===== src/rtl/core_run_ctrl_if.sv =====
// Host command channel for the core run controller.
// The host drives op/arg with valid; the controller answers with ready.
interface core_run_ctrl_if #(
  parameter int CNT_W = 16
) ();
  logic             cmd_valid;
  logic [1:0]       cmd_op;
  logic [CNT_W-1:0] cmd_arg;
  logic             cmd_ready;

  modport master (
    output cmd_valid,
    output cmd_op,
    output cmd_arg,
    input  cmd_ready
  );

  modport slave (
    input  cmd_valid,
    input  cmd_op,
    input  cmd_arg,
    output cmd_ready
  );
endinterface


===== src/rtl/core_run_ctrl.sv =====
// Run/step/halt/reset sequencer for the single-cycle core: reset hold,
// clock-enable gating, PC breakpoints and a saturating executed-cycle counter.
module core_run_ctrl #(
  parameter int RST_HOLD = 4,
  parameter int CNT_W    = 16,
  parameter int PC_W     = 32,
  parameter int NUM_BP   = 2
) (
  input  logic                   clock,
  input  logic                   rst,
  core_run_ctrl_if.slave         cmd,
  input  logic [PC_W-1:0]        core_pc,
  input  logic [NUM_BP-1:0]      bp_en,
  input  logic [NUM_BP*PC_W-1:0] bp_addr,
  output logic                   core_rst,
  output logic                   core_en,
  output logic                   halted,
  output logic [1:0]             halt_cause,
  output logic [CNT_W-1:0]       cycle_count
);
  localparam int HOLD_W = (RST_HOLD > 1) ? $clog2(RST_HOLD) : 1;
  localparam logic [HOLD_W-1:0] HOLD_LAST = HOLD_W'(RST_HOLD - 1);
  localparam logic [CNT_W-1:0]  CNT_MAX   = '1;

  localparam logic [1:0] OP_RUN      = 2'd0;
  localparam logic [1:0] OP_STEP     = 2'd1;
  localparam logic [1:0] OP_HALT     = 2'd2;
  localparam logic [1:0] OP_SOFT_RST = 2'd3;

  localparam logic [1:0] CAUSE_NONE  = 2'd0;
  localparam logic [1:0] CAUSE_HOST  = 2'd1;
  localparam logic [1:0] CAUSE_BP    = 2'd2;
  localparam logic [1:0] CAUSE_STEP  = 2'd3;

  typedef enum logic [1:0] {S_RESET, S_HALTED, S_RUN, S_STEP} state_t;

  state_t            state_reg, state_next;
  logic [HOLD_W-1:0] hold_cnt_reg, hold_cnt_next;
  logic [CNT_W-1:0]  steps_left_reg, steps_left_next;
  logic              resume_reg, resume_next;
  logic [1:0]        halt_cause_reg, halt_cause_next;
  logic [CNT_W-1:0]  cycle_count_reg, cycle_count_next;
  logic              core_rst_reg, halted_reg;
  logic              clear_count;
  logic [NUM_BP-1:0] bp_match;
  logic              bp_hit, cmd_fire;

  generate
    for (genvar gi = 0; gi < NUM_BP; gi++) begin : g_bp
      assign bp_match[gi] = bp_en[gi] && (core_pc == bp_addr[gi*PC_W +: PC_W]);
    end
  endgenerate

  // The breakpoint at the resume PC is masked for exactly one cycle.
  assign bp_hit        = (|bp_match) && !resume_reg;
  assign cmd.cmd_ready = (state_reg != S_RESET);
  assign cmd_fire      = cmd.cmd_valid && cmd.cmd_ready;

  always_comb begin
    state_next      = state_reg;
    hold_cnt_next   = hold_cnt_reg;
    steps_left_next = steps_left_reg;
    resume_next     = resume_reg;
    halt_cause_next = halt_cause_reg;
    clear_count     = 1'b0;
    core_en         = 1'b0;
    case (state_reg)
      S_RESET: begin
        hold_cnt_next = hold_cnt_reg + HOLD_W'(1);
        if (hold_cnt_reg == HOLD_LAST) begin
          hold_cnt_next = '0;
          state_next    = S_HALTED;
        end
      end
      S_HALTED: begin
        if (cmd_fire) begin
          case (cmd.cmd_op)
            OP_RUN: begin
              state_next  = S_RUN;
              resume_next = 1'b1;
            end
            OP_STEP: begin
              if (cmd.cmd_arg != '0) begin
                state_next      = S_STEP;
                steps_left_next = cmd.cmd_arg;
                resume_next     = 1'b1;
              end
            end
            OP_SOFT_RST: begin
              state_next      = S_RESET;
              hold_cnt_next   = '0;
              halt_cause_next = CAUSE_NONE;
              clear_count     = 1'b1;
            end
            default: ;
          endcase
        end
      end
      S_RUN, S_STEP: begin
        resume_next = 1'b0;
        if (cmd_fire && cmd.cmd_op == OP_SOFT_RST) begin
          state_next      = S_RESET;
          hold_cnt_next   = '0;
          halt_cause_next = CAUSE_NONE;
          clear_count     = 1'b1;
        end else if (bp_hit) begin
          state_next      = S_HALTED;
          halt_cause_next = CAUSE_BP;
        end else if (cmd_fire && cmd.cmd_op == OP_HALT) begin
          state_next      = S_HALTED;
          halt_cause_next = CAUSE_HOST;
        end else begin
          core_en = 1'b1;
          if (state_reg == S_STEP) begin
            steps_left_next = steps_left_reg - CNT_W'(1);
            if (steps_left_reg == CNT_W'(1)) begin
              state_next      = S_HALTED;
              halt_cause_next = CAUSE_STEP;
            end
          end
        end
      end
      default: state_next = S_RESET;
    endcase
  end

  always_comb begin
    cycle_count_next = cycle_count_reg;
    if (clear_count) begin
      cycle_count_next = '0;
    end else if (core_en && cycle_count_reg != CNT_MAX) begin
      cycle_count_next = cycle_count_reg + CNT_W'(1);
    end
  end

  always_ff @(posedge clock) begin
    if (rst) begin
      state_reg       <= S_RESET;
      hold_cnt_reg    <= '0;
      steps_left_reg  <= '0;
      resume_reg      <= 1'b0;
      halt_cause_reg  <= CAUSE_NONE;
      cycle_count_reg <= '0;
      core_rst_reg    <= 1'b1;
      halted_reg      <= 1'b0;
    end else begin
      state_reg       <= state_next;
      hold_cnt_reg    <= hold_cnt_next;
      steps_left_reg  <= steps_left_next;
      resume_reg      <= resume_next;
      halt_cause_reg  <= halt_cause_next;
      cycle_count_reg <= cycle_count_next;
      core_rst_reg    <= (state_next == S_RESET);
      halted_reg      <= (state_next == S_HALTED);
    end
  end

  assign core_rst    = core_rst_reg;
  assign halted      = halted_reg;
  assign halt_cause  = halt_cause_reg;
  assign cycle_count = cycle_count_reg;
endmodule


===== src/flat_wrapper.sv =====
// flat-port wrapper written by rule: the top's interface ports become plain ports
module core_run_ctrl_flat 
#(
  parameter int RST_HOLD = 4,
  parameter int CNT_W    = 16,
  parameter int PC_W     = 32,
  parameter int NUM_BP   = 2
)
  (clock, rst, core_pc, bp_en, bp_addr, core_rst, core_en, halted, halt_cause, cycle_count, cmd_cmd_valid, cmd_cmd_op, cmd_cmd_arg, cmd_cmd_ready);
  core_run_ctrl_if #(.CNT_W(CNT_W)) cmd_i ();
  input  logic clock;
  input  logic rst;
  input  logic [PC_W-1:0] core_pc;
  input  logic [NUM_BP-1:0] bp_en;
  input  logic [NUM_BP*PC_W-1:0] bp_addr;
  output logic core_rst;
  output logic core_en;
  output logic halted;
  output logic [1:0] halt_cause;
  output logic [CNT_W-1:0] cycle_count;
  input wire logic [$bits(cmd_i.cmd_valid)-1:0] cmd_cmd_valid;
  input wire logic [$bits(cmd_i.cmd_op)-1:0] cmd_cmd_op;
  input wire logic [$bits(cmd_i.cmd_arg)-1:0] cmd_cmd_arg;
  output wire logic [$bits(cmd_i.cmd_ready)-1:0] cmd_cmd_ready;
  assign cmd_i.cmd_valid = cmd_cmd_valid;
  assign cmd_i.cmd_op = cmd_cmd_op;
  assign cmd_i.cmd_arg = cmd_cmd_arg;
  assign cmd_cmd_ready = cmd_i.cmd_ready;
  core_run_ctrl #(.RST_HOLD(RST_HOLD), .CNT_W(CNT_W), .PC_W(PC_W), .NUM_BP(NUM_BP)) u_core (.clock(clock), .rst(rst), .cmd(cmd_i), .core_pc(core_pc), .bp_en(bp_en), .bp_addr(bp_addr), .core_rst(core_rst), .core_en(core_en), .halted(halted), .halt_cause(halt_cause), .cycle_count(cycle_count));
endmodule

===== config.mk =====
export PLATFORM = sky130hd
export DESIGN_NAME = core_run_ctrl_flat
export DESIGN_NICKNAME = d
export VERILOG_FILES = /design/src/rtl/core_run_ctrl_if.sv /design/src/rtl/core_run_ctrl.sv /design/src/flat_wrapper.sv
export SDC_FILE = /design/constraint.sdc
export NUM_CORES = 1
export LEC_CHECK = 0
export ABC_AREA = 1
export BUFFER_PORTS_ARGS = -buffer_cell sky130_fd_sc_hd__buf_2
export CAP_MARGIN = 20
export CORE_MARGIN = 4
export CORE_UTILIZATION = 50
export DETAILED_ROUTE_END_ITERATION = 8
export GPL_TIMING_DRIVEN = 1
export PLACE_DENSITY_LB_ADDON = 0.25
export SLEW_MARGIN = 20
export SYNTH_ARGS = -nofsm -noshare
export SYNTH_HDL_FRONTEND = slang
export SYNTH_SLANG_ARGS = --single-unit

===== constraint.sdc =====
create_clock -name clock -period 2.5 [get_ports clock]
set_input_delay 0.375 -clock clock [delete_from_list [all_inputs] [get_ports clock]]
set_output_delay 0.375 -clock clock [all_outputs]
set_load 0.005 [all_outputs]

==> results.yml, run 1 <==
die:
  io_pins: 141
  die_y_um: 94.3
  initial_core_util_pct: 51.3
  coreArea_um2: 7250
  die_w_um: 94.3
  row_count: 31
  fp.dieArea_um2: 8890
placed_design:
  dp_slack_ns: 0.434
  port_buffers: 140
  dpl_cell_area_um2: 4550
  dpl.cell_count: 875
  routabilityCongestion: 0.880
  dp_hpwl_mm: 8.10
cells_and_area:
  area_growth_pct: 24.5
  drive_above_1_share_pct: 24.5
  layout_commonest_cell: "nand2_1"
  fin_cells: 883
  final_net_count: 906
  design_area_um2: 4630
  mostFrequentLayoutCells: "nand2_1, buf_2, nor2_1, inv_1, nand3_1"
  n_antenna_cell: 0
drt:
  wire_per_inst_um: 11.2
  routed_wl_mm: 9.90
  m1WireLength_mm: 4.34
  wl_met3_um: 599
  viasPerCell: 4.84
  highest_layer: "met4"
  drc_errors: 0
  first_iter_violations: 150
  drtPass1Iterations: 4
  num_vias: 4270
  postRouteAntennaNets: 0
  dr_wl_met2_mm: 4.85
sta:
  rsz0062_at_grt: "false"
  final.setup.tns_ns: 0
  finalMaxSlewViolations: 0
  fin_crit_sh_pct: 88.2
  max-slew-margin-rel_pct: 68.4
  clock_skew_ns: 0.00862
  fmax_mhz: 453
  setup_viol_count_final: 0
  worst_slew_pin_slew_ns: 0.471
  hold_violations: 0
  worst_slack_ns: 0.295
  min_period_ns: 2.21
setup_path:
  worstPathArrival_ns: 1.83
  required_ns: 2.12
  startpoint: "u_core.state_reg[1]"
  cp_max_fo: 18
  worstSetupPathType: "flop to output pin"
  rr_startpoint: "u_core.cycle_count[0]"
  cp-end-kind: "output pin"
  regToRegSetupSlack_ns: 0.42
  reg2reg_depth: 8
  cp-start-kind: "flop"
global_route:
  track_usage_pct: 22.2
  grt_pass1_vias: 3905
  grt_overflow: 0
  antenna_found_initial: 0
  grt_max_degree: 23
  grt_pass1_wl_mm: 16.3
yosys:
  syn_area_per_cell_um2: 5.82
  seq_area_frac_synth_pct: 22.1
  yosysTopAreaCellShare_pct: 22.1
  yosys_warnings: 0
  yosysUniqueCellTypes: 40
  synth.top_cells.by_area: "dfxtp_1, nand2_1, nor2_1"
  synth_top_area_cell: "dfxtp_1"
  synthCells: 640
  syn-num-nets: 763
  syn-cell-area_um2: 3720
  yosys_register_bits: 41
pwr:
  p_leak_uw: 0.00249
  p_per_area_nw_per_um2: 632
  ir_worst_vdd_uv: 320
cts:
  htreeDepth: 2
  clk_latency_ns: 0.29
  path_clk_slew_ns: 0.07
  ctsHoldBuffers: 0
  clock-sinks: 41
  numCtsBuffers: 5
  cts_tree: "built"
  postCtsSetupBuffers: 0
  clockRootBuffer: "clkbuf_8"
  cts_buffer_depth: 2
  cts_resized: 0
run_status:
  status: "complete, no violations"
hold_path:
  worstHoldStart: "rst"
  hold_path_class: "primary input to flop"
  holdPathStages: 2
run:
  max_cap_violations: 0
stage by stage:
stage	util, %	power, µW	hold slack, ns
floorplan	-	2080	0.433
global placement	62.8	2480	0.441
detailed placement	62.8	2510	0.463
CTS	63.9	2950	0.273
global route	63.9	3220	0.270
finish	63.9	2930	0.279
metal layers:
layer	vias up	track usage, %
met1	1863	27.8
met2	118	39.7
met5	-	0
li1	2274	-
met3	15	3.77
met4	0	4.69
final timing paths:
check | endpoint
max | core_en
min | u_core.hold_cnt_reg[1]
max reg2reg | u_core.cycle_count[5]
min reg2reg | u_core.hold_cnt_reg[0]
cell type report:
type / instances / area, µm²
Tap cell: 99 / 124
Inverter: 102 / 383
Timing Repair Buffer: 151 / 796
Fill cell: 723 / 2620
Clock buffer: 8 / 80.1
Sequential cell: 41 / 821
Multi-Input combinational cell: 482 / 2430
power by group:
part           total [µW]  internal (µW)  switching [µW]  leakage (µW)
registers             868            770            97.6      0.000332
clock network         421            199             222     0.0000395
logic                1640            665             976       0.00212
total                2930           1630            1300       0.00249
cells in the mapped netlist:
cell type and number:
nor4_1 4, nand2_1 178, or2_2 3, xor2_1 28, o21ai_1 1, nor3_1 10
a21boi_0 2, buf_6 1, nand2_2 11, buf_2 4, nor2_2 1, o211a_1 1
a22oi_1 3, buf_1 1, a21oi_2 10, nand3_1 44, a21oi_1 15, nor2_4 1
or3_1 1, nor4_4 1, ha_1 4, clkbuf_1 7, dfxtp_1 41, nand3b_1 2
xnor2_1 16, inv_2 5, a21boi_2 1, nor2_1 99, nor3_4 1, o22ai_1 3
buf_4 1, buf_12 1, mux2i_1 1, a21boi_1 1, a31oi_1 3, nand4_1 10
nand3_4 1, inv_1 97, a31o_2 1, o21ai_0 25
critical path, cell delays in order, from the launching register on:
cell	delay, ns
dfxtp_1	0.38
buf_4	0.25
inv_1	0.11
nor3_4	0.30
a21boi_2	0.33
buf_2	0.17
cell families (layout without fill, tap and decap cells):
kind of cell	after synthesis	in the layout	synth area share [%]
adders and majority gates	4	4	1.34
xor gates and xnor gates	44	44	10.4
AOI/OAI and AO/OA	66	66	10.9
muxes	1	1	0.269
DFF	41	41	22.1
and+or+nand+nor	367	367	42.4
buffers and inverters	117	261	12.7
(Power assumes the default switching activity.)
==> inputs of run 2 (changes only) <==
Settings changed: HOLD_SLACK_MARGIN set to 0.06, PLACE_DENSITY_LB_ADDON 0.25 to 0.15.
==> run 2 against run 1 <==
Effect of this change:
- critical path depth increased by 2
- sequential cell count unchanged
- first-iteration DRC count fell by 7.3%
- largest power group unchanged
- sequential share of layout area about the same
- via count is 1.8% higher
- global-route usage increased by 1.0 points
- critical endpoint unchanged
- clock-buffer cell count decreased by 1
- final area up 0.19%
- wire length grew 4.4%
- power grew 1.9%
==> results.yml, run 2 (same netlist as run 1, synthesis figures left out) <==
run_status:
  status: "complete, no violations"
hold_path:
  holdPathStages: 2
  min_to: "u_core.hold_cnt_reg[1]"
  hold_path_class: "primary input to flop"
  worstHoldStart: "rst"
sta:
  min_period_ns: 2.22
  fmax_mhz: 450
  clock_skew_ns: 0.00682
  hold_violations: 0
  rsz0062_at_grt: "false"
  final.setup.tns_ns: 0
  worst_slew_pin_slew_ns: 0.521
  fin_hold_ws_ns: 0.277
  worst_slack_ns: 0.280
  fin_crit_sh_pct: 88.8
  finalMaxSlewViolations: 0
  setup_viol_count_final: 0
  max-slew-margin-rel_pct: 65.0
die:
  row_count: 31
  die_y_um: 94.3
  die_w_um: 94.3
  initial_core_util_pct: 51.3
  io_pins: 141
  coreArea_um2: 7250
  fp.dieArea_um2: 8890
setup_path:
  crit_buf_inv: 2
  cp_max_fo: 5
  worstPathArrival_ns: 1.84
  cp-end-kind: "output pin"
  cp_slowest_cell: "dfxtp_1"
  crit_path_max_incr_delay_ns: 0.45
  regToRegSetupSlack_ns: 0.42
  required_ns: 2.12
  cp-start-kind: "flop"
  rr_endpoint: "u_core.cycle_count[7]"
  rr_startpoint: "u_core.cycle_count[0]"
  reg2reg_depth: 8
  worstSetupPathType: "flop to output pin"
  crit_family: "simple AND/OR/NAND/NOR gates"
  path_cells: "nor2_4, inv_2, nand2_2, nor3_1, nor3_4, a21boi_2, buf_2"
cts:
  path_clk_slew_ns: 0.07
  clk_latency_ns: 0.30
  htreeDepth: 2
  clockRootBuffer: "clkbuf_8"
  ctsHoldBuffers: 0
  numCtsBuffers: 5
  cts_buffer_depth: 2
  cts_resized: 0
  cts_tree: "built"
  clock-sinks: 41
  postCtsSetupBuffers: 0
placed_design:
  dp_slack_ns: 0.364
  port_buffers: 140
  dp_hpwl_mm: 8.47
  routabilityCongestion: 0.899
cells_and_area:
  drive_above_1_share_pct: 24.9
  n_antenna_cell: 0
  final_net_count: 906
  postLayoutCoreUtil_pct: 64.0
  area_growth_pct: 24.7
  layout_commonest_cell: "nand2_1"
  mostFrequentLayoutCells: "nand2_1, buf_2, nor2_1, inv_1, nand3_1"
global_route:
  grt_pass1_wl_mm: 16.9
  track_usage_pct: 23.2
  grt_pass1_vias: 4084
  grt_overflow: 0
  antenna_found_initial: 0
  grt_max_degree: 23
pwr:
  p_leak_uw: 0.00250
  ir_worst_vdd_uv: 330
  p_per_area_nw_per_um2: 643
drt:
  viasPerCell: 4.92
  drtPass1Iterations: 4
  wire_per_inst_um: 11.7
  drc_errors: 0
  first_iter_violations: 139
  postRouteAntennaNets: 0
  routed_wl_mm: 10.3
  num_vias: 4345
run:
  max_cap_violations: 0
==> run 2: changes by cell type in the layout (fill, tap and decap cells not counted), sizes merged <==
cell    delta
clkbuf     -1
clkinv     +1
==> run 2: worst max-delay path by stage <==
stage	start	endpoint	slack [ns]	depth (start not counted)
3_5_place_dp	core_pc[26]	u_core.steps_left_reg[9]	0.36	16
2_1_floorplan	u_core.cycle_count[0]	u_core.cycle_count[10]	0.55	9
3_3_place_gp	core_pc[26]	u_core.steps_left_reg[8]	0.41	17
6_report	u_core.state_reg[0]	core_en	0.28	7
5_1_grt	u_core.state_reg[0]	core_en	0.16	7
4_1_cts	u_core.state_reg[1]	core_en	0.25	5
==> run 2: routing by layer <==
metal | track usage, % | routed length, µm
met1 | 27.0 | 4400
met5 | 0 | 0
met3 | 4.33 | 657
met2 | 42.3 | 5110
met4 | 7.70 | 168
==> run 2: report_power, final <==
part	switching [µW]	internal [µW]
sequential	93.3	770
combinational	974	668
clock	231	250
==> run 2: area by class of cell <==
class / count / area, µm²
fill: 738 / 2610
multi-input combinational: 482 / 2430
sequential: 41 / 821
timing repair buffer: 151 / 783
inverter: 102 / 383
tap: 99 / 124
clock buffer: 7 / 96.3
clock inverter: 1 / 5.00
==> run 2: worst register-to-register path: stages, from the launching register on <==
cell     delay [ns]
dfxtp_1        0.42
ha_1           0.25
inv_1          0.10
nor4_4         0.29
nand2_1        0.07
or3_1          0.39
nand3_4        0.26
nand2_1        0.09
a21oi_1        0.15
==> run 2: metrics by stage <==
step,power [µW],cell area (µm²),instances
4_1_cts,3000,4640,883
5_1_grt,3290,4640,883
3_5_place_dp,2510,4540,875
3_3_place_gp,2470,4540,875
6_report,2980,4640,883
2_1_floorplan,2080,3720,640
==> inputs of run 3 (changes only) <==
Settings changed: MAX_ROUTING_LAYER set to met4.
==> run 3 against run 2 <==
Effect of this change:
- final cell count stayed put
- first-iteration DRC count is 0.72% higher
- register-to-register slack hardly changed
- sequential cell count stayed put
- highest routed layer unchanged
==> results.yml, run 3 (same netlist as run 1, synthesis figures left out) <==
cts:
  clock-sinks: 41
  htreeDepth: 2
  ctsHoldBuffers: 0
  cts_tree: "built"
  clockRootBuffer: "clkbuf_8"
  cts_buffer_depth: 2
  cts_resized: 0
  clk_latency_ns: 0.30
  path_clk_slew_ns: 0.07
  numCtsBuffers: 5
  postCtsSetupBuffers: 0
drt:
  m1WireLength_mm: 4.41
  drc_errors: 0
  routed_wl_mm: 10.3
  first_iter_violations: 140
  highest_layer: "met4"
  dr_wl_met2_mm: 5.13
  num_vias: 4348
  viasPerCell: 4.92
  wire_per_inst_um: 11.7
  postRouteAntennaNets: 0
  drtPass1Iterations: 5
  wl_met3_um: 645
setup_path:
  crit_buf_inv: 2
  crit_path_max_incr_delay_ns: 0.46
  worstSetupPathType: "flop to output pin"
  crit_cells: 7
  required_ns: 2.12
  cp_slowest_cell: "dfxtp_1"
  cp-end-kind: "output pin"
  crit_family: "simple AND/OR/NAND/NOR gates"
  path_cells: "nor2_4, inv_2, nand2_2, nor3_1, nor3_4, a21boi_2, buf_2"
  cp-start-kind: "flop"
  worstPathArrival_ns: 1.84
  reg2reg_depth: 8
  cp_max_fo: 5
  regToRegSetupSlack_ns: 0.43
die:
  die_w_um: 94.3
  coreArea_um2: 7250
  initial_core_util_pct: 51.3
  io_pins: 141
  die_y_um: 94.3
  row_count: 31
  fp.dieArea_um2: 8890
sta:
  min_period_ns: 2.22
  rsz0062_at_grt: "false"
  clock_skew_ns: 0.00550
  max-slew-margin-rel_pct: 65.0
  setup_viol_count_final: 0
  fmax_mhz: 451
  final.setup.tns_ns: 0
  finalMaxSlewViolations: 0
  worst_slew_pin_slew_ns: 0.520
  hold_violations: 0
  fin_crit_sh_pct: 88.7
placed_design:
  port_buffers: 140
  dpl_cell_area_um2: 4540
  dpl.cell_count: 875
  routabilityCongestion: 0.914
  dp_hpwl_mm: 8.47
cells_and_area:
  n_antenna_cell: 0
  final_net_count: 906
  mostFrequentLayoutCells: "nand2_1, buf_2, nor2_1, inv_1, nand3_1"
  fin_cells: 883
  postLayoutCoreUtil_pct: 64.0
  area_growth_pct: 24.7
  drive_above_1_share_pct: 24.9
  design_area_um2: 4640
  layout_commonest_cell: "nand2_1"
  register_area_um2: 821
  nFillCells: 738
  multi_input_area_um2: 2430
global_route:
  grt_pass1_vias: 4080
  track_usage_pct: 23.9
  grt_overflow: 0
  antenna_found_initial: 0
  grt_max_degree: 23
  grt_pass1_wl_mm: 16.9
hold_path:
  holdPathStages: 2
  hold_path_class: "primary input to flop"
run_status:
  status: "complete, no violations"
run:
  max_cap_violations: 0
pwr:
  finalPower_uw: 2990
  p_leak_uw: 0.00250
  p_per_area_nw_per_um2: 643
  ir_worst_vdd_uv: 330
-- run 3: cell counts in the layout (fill, tap and decap cells not counted) --
Identical to the previous run, type by type.
-- run 3: worst paths after layout --
path | startpoint | endpoint
setup / recovery | u_core.state_reg[0] | core_en
hold / removal | rst | u_core.hold_cnt_reg[1]
setup reg to reg | u_core.cycle_count[0] | u_core.cycle_count[7]
hold reg to reg | u_core.hold_cnt_reg[0] | u_core.hold_cnt_reg[0]
-- run 3: report_power, final --
group | leakage (µW) | switching, µW | total [µW] | internal (µW)
clock | 0.0000542 | 232 | 482 | 250
combinational | 0.00211 | 974 | 1640 | 668
sequential | 0.000332 | 92.4 | 862 | 770
-- run 3: routing by layer --
metal | vias up | global-route usage, %
met5 | - | -
met4 | 0 | 7.70
met3 | 16 | 3.61
met2 | 148 | 42.1
met1 | 1913 | 27.7
li1 | 2271 | -
-- run 3: per-stage QoR --
stage / worst slack [ns] / hold WS, ns
floorplan: 0.551 / 0.433
global placement: 0.408 / 0.450
detailed placement: 0.364 / 0.458
CTS: 0.253 / 0.265
global route: 0.158 / 0.267
finish: 0.282 / 0.270
-- run 3: final cells by class --
class / count / area share [%]
Multi-Input combinational cell: 482 / 52.3
Sequential cell: 41 / 17.7
Timing Repair Buffer: 151 / 16.9
Inverter: 102 / 8.25
Tap cell: 99 / 2.67
Clock buffer: 7 / 2.08
Clock inverter: 1 / 0.108
-- run 3: worst register-to-register path: cells and delay by family (launching register included) --
kind / cells / cell delay (ns)
flip-flops: 1 / 0.41
adder cells (fa/ha/maj): 1 / 0.25
AND/OR/NAND/NOR: 5 / 1.11
AO/OA/AOI/OAI: 1 / 0.14
buffers and inverters: 1 / 0.10
